[src/rtl/pe_pkg.sv]
// Shared types and default sizing for the pe_typeb processing element.
package pe_pkg;

  localparam int DWIDTH_DEF  = 32;
  localparam int LATENCY_DEF = 6;

  typedef enum logic [1:0] {
    OP_ADD = 2'b00,
    OP_SUB = 2'b01,
    OP_MUL = 2'b10,
    OP_MAC = 2'b11
  } op_e;

endpackage

[src/rtl/pe_pipe_stage.sv]
// One enable-gated pipeline register carrying valid, op, last and result data.
module pe_pipe_stage
  import pe_pkg::*;
#(
  parameter int WIDTH = 64
) (
  input  logic             clk,
  input  logic             rst_n,
  input  logic             i_en,
  input  logic             i_valid,
  input  op_e              i_op,
  input  logic             i_last,
  input  logic [WIDTH-1:0] i_data,
  output logic             o_valid,
  output op_e              o_op,
  output logic             o_last,
  output logic [WIDTH-1:0] o_data
);

  logic             r_valid;
  op_e              r_op;
  logic             r_last;
  logic [WIDTH-1:0] r_data;

  // Advance the stage only when enabled; hold everything while stalled.
  always_ff @(posedge clk or negedge rst_n) begin
    if (!rst_n) begin
      r_valid <= 1'b0;
      r_op    <= OP_ADD;
      r_last  <= 1'b0;
      r_data  <= '0;
    end else if (i_en) begin
      r_valid <= i_valid;
      r_op    <= i_op;
      r_last  <= i_last;
      r_data  <= i_data;
    end
  end

  assign o_valid = r_valid;
  assign o_op    = r_op;
  assign o_last  = r_last;
  assign o_data  = r_data;

endmodule

[src/rtl/pe_typeb.sv]
// Pipelined signed ADD/SUB/MUL/MAC element with valid/ready handshakes.
// The arithmetic result is formed at the input, carried through LATENCY-1
// stages, and the final output register folds MAC beats into the accumulator
// so bursts stream at one beat per cycle.
module pe_typeb
  import pe_pkg::*;
#(
  parameter int DWIDTH  = DWIDTH_DEF,
  parameter int LATENCY = LATENCY_DEF
) (
  input  logic                clk,
  input  logic                rst_n,
  input  logic [DWIDTH-1:0]   inp1,
  input  logic [DWIDTH-1:0]   inp2,
  input  logic                t_valid_inp1,
  input  logic                t_valid_inp2,
  output logic                t_ready_inp1,
  output logic                t_ready_inp2,
  input  logic                t_last_inp,
  input  logic [1:0]          op,
  output logic [2*DWIDTH-1:0] out1,
  output logic                t_valid_out1,
  input  logic                t_ready_out1
);

  localparam int RW = 2 * DWIDTH;

  logic          w_stall;
  logic          w_fire;
  logic [RW-1:0] w_a;
  logic [RW-1:0] w_b;
  logic [RW-1:0] w_result;

  logic          w_valid [LATENCY];
  op_e           w_op    [LATENCY];
  logic          w_last  [LATENCY];
  logic [RW-1:0] w_data  [LATENCY];

  logic [RW-1:0] r_out;
  logic          r_vout;
  logic [RW-1:0] r_acc;

  assign w_stall      = r_vout & ~t_ready_out1;
  assign w_fire       = t_valid_inp1 & t_valid_inp2 & ~w_stall;
  assign t_ready_inp1 = ~w_stall;
  assign t_ready_inp2 = ~w_stall;

  // Sign-extend to the result width; the low RW bits of the product of the
  // extended operands equal the exact signed DWIDTH x DWIDTH product.
  assign w_a = {{DWIDTH{inp1[DWIDTH-1]}}, inp1};
  assign w_b = {{DWIDTH{inp2[DWIDTH-1]}}, inp2};

  // Select the per-beat result; MAC beats carry their product.
  always_comb begin
    w_result = '0;
    case (op_e'(op))
      OP_ADD:  w_result = w_a + w_b;
      OP_SUB:  w_result = w_a - w_b;
      default: w_result = w_a * w_b;
    endcase
  end

  assign w_valid[0] = w_fire;
  assign w_op[0]    = op_e'(op);
  assign w_last[0]  = t_last_inp;
  assign w_data[0]  = w_result;

  generate
    for (genvar gi = 0; gi < LATENCY - 1; gi++) begin : g_stage
      pe_pipe_stage #(.WIDTH(RW)) u_stage (
        .clk     (clk),
        .rst_n   (rst_n),
        .i_en    (~w_stall),
        .i_valid (w_valid[gi]),
        .i_op    (w_op[gi]),
        .i_last  (w_last[gi]),
        .i_data  (w_data[gi]),
        .o_valid (w_valid[gi+1]),
        .o_op    (w_op[gi+1]),
        .o_last  (w_last[gi+1]),
        .o_data  (w_data[gi+1])
      );
    end
  endgenerate

  // Output register and accumulator: MAC beats accumulate, the last beat
  // emits acc+product and clears; other ops pass straight through.
  always_ff @(posedge clk or negedge rst_n) begin
    if (!rst_n) begin
      r_out  <= '0;
      r_vout <= 1'b0;
      r_acc  <= '0;
    end else if (!w_stall) begin
      r_vout <= 1'b0;
      if (w_valid[LATENCY-1]) begin
        if (w_op[LATENCY-1] == OP_MAC) begin
          if (w_last[LATENCY-1]) begin
            r_out  <= r_acc + w_data[LATENCY-1];
            r_vout <= 1'b1;
            r_acc  <= '0;
          end else begin
            r_acc  <= r_acc + w_data[LATENCY-1];
          end
        end else begin
          r_out  <= w_data[LATENCY-1];
          r_vout <= 1'b1;
        end
      end
    end
  end

  assign out1         = r_out;
  assign t_valid_out1 = r_vout;

endmodule

[config.mk]
export PLATFORM = sky130hd
export DESIGN_NAME = pe_typeb
export DESIGN_NICKNAME = d
export VERILOG_FILES = /design/src/rtl/pe_pkg.sv /design/src/rtl/pe_pipe_stage.sv /design/src/rtl/pe_typeb.sv
export SDC_FILE = /design/constraint.sdc
export NUM_CORES = 2
export LEC_CHECK = 0
export ABC_AREA = 1
export BUFFER_PORTS_ARGS = -buffer_cell sky130_fd_sc_hd__clkbuf_2
export CAP_MARGIN = 20
export CORE_ASPECT_RATIO = 0.5
export CORE_UTILIZATION = 40
export CTS_BUF_LIST = sky130_fd_sc_hd__clkbuf_16
export CTS_CLUSTER_DIAMETER = 150
export CTS_CLUSTER_SIZE = 40
export DETAILED_ROUTE_END_ITERATION = 10
export PLACE_DENSITY = 0.57
export SLEW_MARGIN = 25
export SYNTH_ARGS = -nofsm -noshare
export SYNTH_HDL_FRONTEND = slang
export SYNTH_SLANG_ARGS = --single-unit
[constraint.sdc]
create_clock -name clk -period 2.2 [get_ports clk]
set_input_delay 0.44 -clock clk [delete_from_list [all_inputs] [get_ports clk]]
set_output_delay 0.44 -clock clk [all_outputs]
set_load 0.005 [all_outputs]
==> metrics <==
Worst Path Arrival=7.18 ns; pin count of the biggest net entering global routing=120; slowest stage delay, CP=0.63 ns; Crit Path Category=in2reg; Finished Core Util=0.525; TNS Setup=-250.59 ns; total grt overflow=0; Worst R2R Setup Slack=-0.37 ns; Clock Skews=0.0407 ns; asr flop ratio synth=1.00; PortBufs=138; fillers=15700; run status=finished, violations left; die area=169000 sq um; CTS HTree Levels=1; worst hold slack=0.0624 ns; Die H=291 um; Final min period=6.66 ns; DP HPWL=200 mm; worst min-delay path endpoint=g_stage[0].u_stage.o_last; endpoints failing setup=162; top cells by count, synth=2855 x nand2_1, 2160 x inv_1, 1085 x fa_1; Area growth syn-to-layout=29.7%; total I/O pin count=139; top post-synthesis cells by area=fa_1 33%, dfrtp_1 18%, nand2_1 16%, inv_1 12%, ha_1 5.8%; CP dominant cell by count=fa_1; crit start category=input port; initial antenna violation count=3; synth warn=0; number of synthesized register bits=469; hold wc startpoint=t_last_inp; violated checks=negative setup slack; WL final=245 mm; CTS buffer count=16; clk_lat worst skew=0.58 ns; Register Area=11700 sq um; fin crit share=3.03; All-Layer GR Usage=0.285; Final ANT Viol Nets=0; Hold Fails Final Rpt=0; Most used DFF post-synth=dfrtp_1; drt wl/cell=19.8 um; pins over their slew limit=0; vias in the first global route=61100; hold path depth=3; CP max FO=10; register area share after synthesis=0.176; reg2reg path depth=12; CP Data Required Time=2.72 ns; Cells after Synth=9024; crit path max-delay cell type=fa_2; area taken by multi-input logic gates=49700 sq um; Max clock buf depth=3; vias=60600; worst hold path class=in2reg; Mean Syn Cell Area=7.40 sq um; top cell type's share of synthesized area=0.325; Sink Count=469; Vias/cell=4.90; clock-pin slew on the worst setup and hold paths=0.14 ns; post-synth cell types=48; Synth Net Count=10500; Clk Tree Root Cell=clkbuf_16; standard-cell row count=105; top cell type by total area after synthesis=fa_1; drt drc=0; MaxCap Viol Count=0; worst rel slew slack=0.572; initial DRC count=5300; Post-synth EDFFs=0; Slew @ Worst Pin=0.642 ns; PnR worst setup slack=-4.46 ns; cell with the most instances after synthesis=nand2_1; synthesized area=66800 sq um; CP endpoint kind=register; initial core utilization=0.405; TritonCTS clock tree=built; Die W=580 um; core area=165000 sq um; drt first pass iters=6; GPL Wtd Cong=0.998; first-pass GRT wire length=368 mm; fin nets=11600; share of layout cells above drive strength 1=0.242; Worst R2R End=out1[48]; RSZ-0062 raised after global routing=yes; maximum clock rate=0.150 GHz; FF-to-FF Start=r_acc[19]
[per-stage QoR]
| stage | instances | setup WS (ns) | area, sq um |
|---|---|---|---|
| floorplan | 9024 | -4.92 | 69400 |
| global placement | 12200 | -5.23 | 80800 |
| detailed placement | 12200 | -5.31 | 80800 |
| CTS | 12300 | -4.45 | 83700 |
| global route | 12400 | -4.58 | 86600 |
| finish | 12400 | -4.46 | 86600 |
[sequential cells by signal, indices dropped and copies added, names as in the netlist]
signal and cells:
out1 64, g_stage.u_stage.o_last 5, g_stage.u_stage.o_op 10, g_stage.u_stage.o_data 320, r_acc 64, t_valid_out1 1, g_stage.u_stage.o_valid 5
[cells in the final DEF, fill, tap and decap left out, types with 9 or more instances in the layout]
master,Yosys,routed
ha_1,312,228
ha_4,0,80
clkbuf_16,0,35
a21oi_4,3,19
nand3_4,3,13
nor2_2,28,85
nand3b_1,9,9
xnor2_1,13,13
dfrtp_1,469,469
a21oi_1,314,243
clkbuf_2,0,97
nand3_1,258,218
nor3_1,27,14
a31oi_1,9,9
fa_2,0,104
nor3_2,0,9
nor2_4,20,96
nand2_8,0,14
or2_2,13,13
buf_4,6,1078
xor2_1,23,23
inv_1,2160,2032
inv_2,15,135
nand2_2,8,183
buf_8,0,21
nand2_4,5,91
o21ai_1,10,60
o21bai_1,28,23
o21ai_0,410,349
nand4_1,43,43
nor2_1,476,343
fa_1,1085,981
buf_12,2,163
buf_6,2,65
nand2_1,2855,2580
nand3_2,1,31
a21oi_2,5,60
o21a_1,13,13
a22o_1,20,20
[critical path, delay by kind of cell]
family	cells	cell delay [ns]
adder cells (fa/ha/maj)	9	4.50
AND/OR/NAND/NOR	12	1.30
buffers and inverters	11	0.90
[logic make-up (layout without fill, tap and decap cells)]
logic type / count (synthesis) / in the layout / synth area share
other cells: 0 / 1 / 0
simple gates: 3769 / 3769 / 0.226
xor+xnor: 36 / 36 / 0.00472
compound gates: 832 / 832 / 0.0668
buf+inv: 2521 / 3664 / 0.143
flops: 469 / 469 / 0.176
fa+ha+maj: 1397 / 1397 / 0.384
[metal layers]
layer / share of wire / global-route usage / wire (um)
met4: 0.032 / 0.0736 / 7790
met2: 0.44 / 0.443 / 107000
met5: 0.000041 / 0 / 10
met3: 0.073 / 0.0317 / 17900
met1: 0.46 / 0.422 / 113000
[area by class of cell]
type / count / share of cell area
timing repair buffer: 1465 / 0.159
multi-input combinational: 6034 / 0.574
clock buffer: 17 / 0.00491
inverter: 2178 / 0.0947
sequential: 469 / 0.135
clock inverter: 4 / 0.000766
antenna: 1 / 0.0000289
tap: 2193 / 0.0317
[worst max-delay path by stage]
| stage | startpoint | to | slack, ns | cells past startpoint |
|---|---|---|---|---|
| after detailed placement | inp1[31] | g_stage[0].u_stage.o_data[53] | -5.31 | 29 |
| after global placement | inp1[31] | g_stage[0].u_stage.o_data[53] | -5.23 | 32 |
| final | inp1[31] | g_stage[0].u_stage.o_data[53] | -4.46 | 32 |
| after global routing | inp1[31] | g_stage[0].u_stage.o_data[53] | -4.58 | 32 |
| after floorplan | inp1[31] | g_stage[0].u_stage.o_data[58] | -4.92 | 29 |
| after CTS | inp1[31] | g_stage[0].u_stage.o_data[61] | -4.45 | 32 |
[repair_timing]
item                       4_1_cts  5_1_grt
cloned                           9       14
pin swaps                      194      318
setup endpoints to repair      171      176
hold buffers                     1        0
resized for setup              395      625
hold endpoints to repair        22        0
buffers inserted                76       85
Power is left out: the tool's default activity adds up to more than one toggle a clock period on the data nets, which glitch-free logic cannot reach.
